File: src/rtl/fifo_rr_sched.sv
// Purpose : round-robin read scheduler sharing one output port between NUM_FIFO sync FIFOs.
// Latency : pop one cycle after a request is seen, o_valid two cycles after the pop edge.
// Backpres: o_data/o_src are held while o_ready is low; no pop is issued until the handshake.
//
// Ports:
//   clk, rst_n   - single clock, synchronous active-low reset
//   fifo_empty   - per-FIFO empty flags (bit i = FIFO i)
//   fifo_data    - per-FIFO registered read data, FIFO i at [i*FIFO_WIDTH +: FIFO_WIDTH]
//   fifo_pop     - registered one-hot (or zero) pop strobe to the FIFOs
//   o_data/o_src - captured word and the index of the FIFO it came from
//   o_valid      - o_data/o_src valid; o_ready accepts them
//
// Optional feature: define FIFO_ARB_BURST_EN to let a grant carry up to
// BURST_LEN consecutive words from the same FIFO.

module fifo_rr_sched #(
  parameter int NUM_FIFO   = 4,
  parameter int FIFO_WIDTH = 16,
  parameter int SRC_W      = $clog2(NUM_FIFO),
  parameter int BURST_LEN  = 4
) (
  input  logic                           clk,
  input  logic                           rst_n,
  input  logic [NUM_FIFO-1:0]            fifo_empty,
  input  logic [NUM_FIFO*FIFO_WIDTH-1:0] fifo_data,
  output logic [NUM_FIFO-1:0]            fifo_pop,
  output logic [FIFO_WIDTH-1:0]          o_data,
  output logic [SRC_W-1:0]               o_src,
  output logic                           o_valid,
  input  logic                           o_ready
);

  typedef enum logic [1:0] {IDLE, POP, LATCH, SEND} state_t;

  state_t                state, state_nxt;
  logic [SRC_W-1:0]      grant, grant_nxt;
  logic [SRC_W-1:0]      last, last_nxt;
  logic [NUM_FIFO-1:0]   pop_nxt;
  logic [FIFO_WIDTH-1:0] data_nxt;
  logic [SRC_W-1:0]      src_nxt;
  logic                  valid_nxt;

  logic                  any_req;
  logic [SRC_W-1:0]      req_idx;
  logic [FIFO_WIDTH-1:0] sel_data;
  int                    cand;
  logic [SRC_W-1:0]      cand_idx;

`ifdef FIFO_ARB_BURST_EN
  logic [3:0] burst_cnt, burst_cnt_nxt;
`endif

  // Round-robin search: first non-empty FIFO starting at last+1, wrapping
  // modulo NUM_FIFO (also correct for non-power-of-2 counts).
  always_comb begin
    any_req  = 1'b0;
    req_idx  = '0;
    cand     = 0;
    cand_idx = '0;
    for (int k = 1; k <= NUM_FIFO; k++) begin
      cand = int'(last) + k;
      if (cand >= NUM_FIFO) cand = cand - NUM_FIFO;
      cand_idx = SRC_W'(cand);
      if (!any_req && !fifo_empty[cand_idx]) begin
        any_req = 1'b1;
        req_idx = cand_idx;
      end
    end
  end

  // Read-data mux for the granted FIFO.
  always_comb begin
    sel_data = '0;
    for (int i = 0; i < NUM_FIFO; i++) begin
      if (grant == SRC_W'(i)) sel_data = fifo_data[i*FIFO_WIDTH +: FIFO_WIDTH];
    end
  end

  // Next-state and next-output logic.
  always_comb begin
    state_nxt = state;
    grant_nxt = grant;
    last_nxt  = last;
    pop_nxt   = '0;
    data_nxt  = o_data;
    src_nxt   = o_src;
    valid_nxt = o_valid;
`ifdef FIFO_ARB_BURST_EN
    burst_cnt_nxt = burst_cnt;
`endif
    case (state)
      IDLE: begin
        if (any_req) begin
          grant_nxt = req_idx;
          last_nxt  = req_idx;
          pop_nxt   = NUM_FIFO'(1) << req_idx;
          state_nxt = POP;
`ifdef FIFO_ARB_BURST_EN
          burst_cnt_nxt = '0;
`endif
        end
      end
      // Empty flags are ignored here and in LATCH: the FIFO updates its
      // flag only one cycle after the pop.
      POP: state_nxt = LATCH;
      LATCH: begin
        data_nxt  = sel_data;
        src_nxt   = grant;
        valid_nxt = 1'b1;
        state_nxt = SEND;
      end
      SEND: begin
        // o_valid is always set in SEND, so o_ready alone completes the handshake.
        if (o_ready) begin
          valid_nxt = 1'b0;
`ifdef FIFO_ARB_BURST_EN
          if (!fifo_empty[grant] && (burst_cnt < 4'(BURST_LEN - 1))) begin
            burst_cnt_nxt = burst_cnt + 4'd1;
            pop_nxt       = NUM_FIFO'(1) << grant;
            state_nxt     = POP;
          end else begin
            burst_cnt_nxt = '0;
            state_nxt     = IDLE;
          end
`else
          state_nxt = IDLE;
`endif
        end
      end
      default: state_nxt = IDLE;
    endcase
  end

  always_ff @(posedge clk) begin
    if (!rst_n) begin
      state    <= IDLE;
      grant    <= '0;
      last     <= SRC_W'(NUM_FIFO - 1);   // FIFO 0 gets first priority
      fifo_pop <= '0;
      o_data   <= '0;
      o_src    <= '0;
      o_valid  <= 1'b0;
`ifdef FIFO_ARB_BURST_EN
      burst_cnt <= '0;
`endif
    end else begin
      state    <= state_nxt;
      grant    <= grant_nxt;
      last     <= last_nxt;
      fifo_pop <= pop_nxt;
      o_data   <= data_nxt;
      o_src    <= src_nxt;
      o_valid  <= valid_nxt;
`ifdef FIFO_ARB_BURST_EN
      burst_cnt <= burst_cnt_nxt;
`endif
    end
  end

endmodule

File: config.mk
export PLATFORM = sky130hd
export DESIGN_NAME = fifo_rr_sched
export DESIGN_NICKNAME = d
export VERILOG_FILES = /design/src/rtl/fifo_rr_sched.sv
export SDC_FILE = /design/constraint.sdc
export NUM_CORES = 1
export LEC_CHECK = 0
export CAP_MARGIN = 20
export CORE_MARGIN = 2
export CORE_UTILIZATION = 35
export DETAILED_ROUTE_END_ITERATION = 8
export PLACE_DENSITY = 0.76
export SYNTH_ARGS = -nofsm -noshare
export SYNTH_HDL_FRONTEND = slang
export SYNTH_SLANG_ARGS = --single-unit
File: constraint.sdc
create_clock -name clk -period 1.7 [get_ports clk]
set_clock_uncertainty 0.1 [all_clocks]
set_input_delay 0.255 -clock clk [delete_from_list [all_inputs] [get_ports clk]]
set_output_delay 0.255 -clock clk [all_outputs]
set_load 0.05 [all_outputs]
==> impl_metrics.prom <==
# TYPE chip_impl_metric gauge
chip_impl_info{name="status",value="completed"} 1
chip_impl_metric{name="synth.distinct_cells",unit=""} 31
chip_impl_info{name="hold_path.startpoint",value="o_data[14]$_SDFFE_PN0P_"} 1
chip_impl_metric{name="synth_compound_gate_area_share",unit="%"} 4.23
chip_impl_metric{name="synth-xor-area-share",unit="%"} 0
chip_impl_info{name="synth-main-ff-cell",value="sky130_fd_sc_hd__dfxtp_1"} 1
chip_impl_metric{name="dieWidth",unit="um"} 72.2
chip_impl_metric{name="report.final.setup_viol",unit=""} 0
chip_impl_metric{name="post_route_cells_drive_above_1_share",unit="%"} 18.3
chip_impl_metric{name="finish.net_count",unit=""} 332
chip_impl_metric{name="timing.max_cap.violations",unit=""} 0
chip_impl_metric{name="io_pins",unit=""} 94
chip_impl_metric{name="first_global_vias",unit=""} 1541
chip_impl_metric{name="timing.critical_path.fanout_max",unit=""} 8
chip_impl_metric{name="highest_clock_rate",unit="GHz"} 0.655
chip_impl_metric{name="design_area",unit="um2"} 2660
chip_impl_metric{name="clk_network_pwr_share",unit="%"} 16.5
chip_impl_metric{name="power.combinational.fraction",unit="%"} 55.0
chip_impl_info{name="clock_tree_from_tritoncts",value="done"} 1
chip_impl_metric{name="post_cts_buffers",unit=""} 0
chip_impl_metric{name="multi_input_comb_area",unit="um2"} 966
chip_impl_metric{name="gr-usage-met1",unit="%"} 19.1
chip_impl_metric{name="sw_frac_of_total",unit="%"} 39.7
chip_impl_metric{name="whs_path_depth",unit=""} 2
chip_impl_metric{name="cts_hold_buf",unit=""} 0
chip_impl_metric{name="reg2reg_depth",unit=""} 4
chip_impl_metric{name="synthCells",unit=""} 160
chip_impl_metric{name="routed_wl",unit="um"} 4360
chip_impl_metric{name="finalHoldViolations",unit=""} 0
chip_impl_metric{name="power.ir.vdd_worst",unit="mV"} 0.653
chip_impl_metric{name="clock_latency",unit="ns"} 0.28
chip_impl_metric{name="yosysTopAreaCellShare",unit="%"} 35.7
chip_impl_metric{name="muxShareOfSynthArea",unit="%"} 26.2
chip_impl_metric{name="synth_edf_count",unit=""} 0
chip_impl_info{name="ys_top_cells_by_area",value="sky130_fd_sc_hd__dfxtp_1 36%, sky130_fd_sc_hd__mux4_1 15%, sky130_fd_sc_hd__mux4_2 9.7%, sky130_fd_sc_hd__nand2_1 9.5%, sky130_fd_sc_hd__nand3b_1 7.4%"} 1
chip_impl_info{name="r2r-end",value="o_data[3]$_SDFFE_PN0P_"} 1
chip_impl_info{name="cts.root.buffer_cell",value="sky130_fd_sc_hd__clkbuf_8"} 1
chip_impl_metric{name="grt_overflow",unit=""} 0
chip_impl_metric{name="worst_ep_arrival_time",unit="ns"} 1.60
chip_impl_metric{name="cellPowerDensity",unit="nW/um2"} 1290
chip_impl_info{name="reg2reg_from",value="grant[0]$_SDFFE_PN0P_"} 1
chip_impl_metric{name="maxSlewViolCount",unit=""} 0
chip_impl_metric{name="final_min_period_over_clock_period",unit="%"} 89.7
chip_impl_info{name="post-synth-top-area-cell",value="sky130_fd_sc_hd__dfxtp_1"} 1
chip_impl_metric{name="timing.critical_path.required",unit="ns"} 1.77
chip_impl_metric{name="groute.usage.overall",unit="%"} 17.2
chip_impl_metric{name="syn_area",unit="um2"} 1630
chip_impl_metric{name="sequential_cell_area",unit="um2"} 581
chip_impl_metric{name="postRouteAntennaNets",unit=""} 0
chip_impl_metric{name="clock_path_buffers",unit=""} 2
chip_impl_metric{name="post-route-drc-count",unit=""} 0
chip_impl_metric{name="avgSynthCellArea",unit="um2"} 10.2
chip_impl_metric{name="postPlaceCellArea",unit="um2"} 2580
chip_impl_metric{name="cts_resized",unit=""} 0
chip_impl_metric{name="total_leakage_power",unit="uW"} 0.00114
chip_impl_metric{name="synth_fa_ha_area_share",unit="%"} 3.08
chip_impl_metric{name="nFillCells",unit=""} 399
chip_impl_metric{name="port-buffer-count",unit=""} 93
chip_impl_metric{name="finalCriticalPeriod",unit="ns"} 1.53
chip_impl_metric{name="dieHeight",unit="um"} 72.2
chip_impl_metric{name="global_route.usage.met2",unit="%"} 31.0
chip_impl_metric{name="clkTransAtPathRegs",unit="ns"} 0.06
chip_impl_info{name="worst_hold_path_type",value="flop to flop"} 1
chip_impl_metric{name="fp.dieArea",unit="um2"} 5210
chip_impl_metric{name="grt_antenna_before_repair",unit=""} 0
chip_impl_info{name="combinational_family_with_the_most_area_after_synthesis",value="multiplexers"} 1
chip_impl_info{name="layer_with_the_highest_usage_after_global_routing",value="met2"} 1
chip_impl_metric{name="design.core.area",unit="um2"} 4410
chip_impl_metric{name="dr.first_iter.drc_count",unit=""} 69
chip_impl_metric{name="yosys_warnings",unit=""} 0
chip_impl_metric{name="internal_power",unit="uW"} 2060
chip_impl_metric{name="power_frac_seq",unit="%"} 28.5
chip_impl_metric{name="grt_met3_use",unit="%"} 5.14
chip_impl_info{name="critPathLaunchType",value="flop"} 1
chip_impl_metric{name="synth.net_count",unit=""} 235
chip_impl_metric{name="cts_inserted_buffers",unit=""} 5
chip_impl_metric{name="total_switching_power",unit="uW"} 1360
chip_impl_metric{name="slew_headroom",unit="%"} 59.0
chip_impl_metric{name="drtPass1Iterations",unit=""} 4
chip_impl_metric{name="grt_max_degree",unit=""} 29
chip_impl_metric{name="antennaDiodeCount",unit=""} 0
chip_impl_metric{name="ys_ff_latch",unit=""} 29
chip_impl_metric{name="cts-htree-levels",unit=""} 2
chip_impl_metric{name="final_hpwl_dp",unit="um"} 3450
chip_impl_metric{name="cts.sinks",unit=""} 29
chip_impl_metric{name="timing_worst_slew_pin_value",unit="ns"} 0.615
chip_impl_metric{name="synthToLayoutAreaGrowth",unit="%"} 63.7
chip_impl_metric{name="synthSimpleGateAreaFrac",unit="%"} 25.9
chip_impl_metric{name="vias",unit=""} 1507
chip_impl_metric{name="layout.core_utilization",unit="%"} 60.3
chip_impl_metric{name="floorplan.rows",unit=""} 24
chip_impl_info{name="whs_endpoint",value="o_data[14]$_SDFFE_PN0P_"} 1
chip_impl_info{name="rsz0062_at_grt",value="false"} 1
chip_impl_info{name="endpoint_kind",value="flop"} 1
chip_impl_metric{name="async_reset_ff_share",unit="%"} 0
chip_impl_metric{name="route.detailed.vias_per_inst",unit=""} 4.88
chip_impl_info{name="crit_type",value="flop to flop"} 1
chip_impl_metric{name="synth_sequential_area_ratio",unit="%"} 35.7
chip_impl_metric{name="start_util",unit="%"} 36.8
chip_impl_metric{name="routedWlPerCell",unit="um"} 14.1
chip_impl_metric{name="r2r_slack",unit="ns"} 0.17
chip_impl_metric{name="global_route_wire_length_before_repair",unit="um"} 6930
chip_impl_metric{name="place_congestion",unit=""} 0.817
-- kinds of logic (layout without fill, tap and decap cells) --
logic type,Yosys count,after routing
muxes,19,19
and+or+nand+nor,82,82
buffers and inverters,16,113
DFF,29,29
adders and majority gates,4,4
AOI/OAI and AO/OA,10,10
-- cell usage in the layout (no fill, tap or decap), types with 3 or more instances in the layout --
| cell type | n |
|---|---|
| sky130_fd_sc_hd__buf_4 | 30 |
| sky130_fd_sc_hd__and2_1 | 3 |
| sky130_fd_sc_hd__mux4_1 | 9 |
| sky130_fd_sc_hd__nand3b_1 | 16 |
| sky130_fd_sc_hd__nor2b_1 | 4 |
| sky130_fd_sc_hd__ha_1 | 4 |
| sky130_fd_sc_hd__dfxtp_1 | 29 |
| sky130_fd_sc_hd__nand2_1 | 41 |
| sky130_fd_sc_hd__mux4_2 | 7 |
| sky130_fd_sc_hd__nor2_1 | 5 |
| sky130_fd_sc_hd__clkbuf_8 | 6 |
| sky130_fd_sc_hd__clkdlybuf4s50_1 | 70 |
| sky130_fd_sc_hd__inv_1 | 5 |
| sky130_fd_sc_hd__nand3_1 | 4 |
-- stage by stage --
step	worst slack, ns	hold WS (ns)	total power [uW]	TNS (ns)	instances
2_1_floorplan	0.239	0.369	2280	0	160
3_3_place_gp	-0.0148	0.355	2870	-0.0181	302
3_5_place_dp	-0.0287	0.359	2890	-0.0569	302
4_1_cts	0.168	0.371	3470	0	309
5_1_grt	0.0950	0.386	3630	0	309
6_report	0.174	0.366	3420	0	309
-- registers in the layout, indices dropped and copies added (netlist names) --
register,cells
last,2
grant,2
fifo_pop,4
o_src,2
state,2
o_data,16
o_valid,1
-- cell type report --
cell class | count | area share, %
multi-input combinational | 115 | 36.3
inverter | 5 | 0.705
timing repair buffer | 101 | 35.5
tap | 52 | 2.44
clock buffer | 7 | 3.24
sequential | 29 | 21.8
-- routing by layer --
metal	vias up	wire length, um
met5	-	0
met4	0	63
met3	7	376
met2	51	2120
met1	683	1800
li1	766	-
-- synthesized netlist by cell type (3+ instances only) --
cell type                  number
sky130_fd_sc_hd__nand3_1        4
sky130_fd_sc_hd__buf_2          4
sky130_fd_sc_hd__mux4_1         9
sky130_fd_sc_hd__mux4_2         7
sky130_fd_sc_hd__inv_1          5
sky130_fd_sc_hd__nor2b_1        4
sky130_fd_sc_hd__dfxtp_1       29
sky130_fd_sc_hd__nor2_1         5
sky130_fd_sc_hd__nand3b_1      16
sky130_fd_sc_hd__nand2_1       41
sky130_fd_sc_hd__and2_1         3
sky130_fd_sc_hd__ha_1           4
sky130_fd_sc_hd__clkbuf_1       5
-- power groups by stage --
stage,sequential (uW),combinational (uW),clock (uW)
after global routing,1000,2020,606
after detailed placement,992,1900,0
after global placement,986,1880,0
final,975,1880,566
after floorplan,1380,900,0
after CTS,976,1900,587
-- critical path: stages, from the launching register on --
cell and delay [ns]:
sky130_fd_sc_hd__dfxtp_1 0.37, sky130_fd_sc_hd__buf_4 0.21, sky130_fd_sc_hd__mux4_1 0.59, sky130_fd_sc_hd__nand2_1 0.09
sky130_fd_sc_hd__nand2_1 0.06
-- how the worst max path moves through the flow --
stage / startpoint / end / slack, ns
floorplan: grant[0]$_SDFFE_PN0P_ / o_data[12]$_SDFFE_PN0P_ / 0.24
global placement: fifo_empty[3] / fifo_pop[2]$_SDFF_PN0_ / -0.01
detailed placement: fifo_empty[3] / fifo_pop[0]$_SDFF_PP0_ / -0.03
CTS: grant[0]$_SDFFE_PN0P_ / o_data[3]$_SDFFE_PN0P_ / 0.17
global route: state[0]$_SDFFE_PN0P_ / o_data[14]$_SDFFE_PN0P_ / 0.1
finish: grant[0]$_SDFFE_PN0P_ / o_data[3]$_SDFFE_PN0P_ / 0.17
Note: power is estimated with default switching activity, not from simulation.
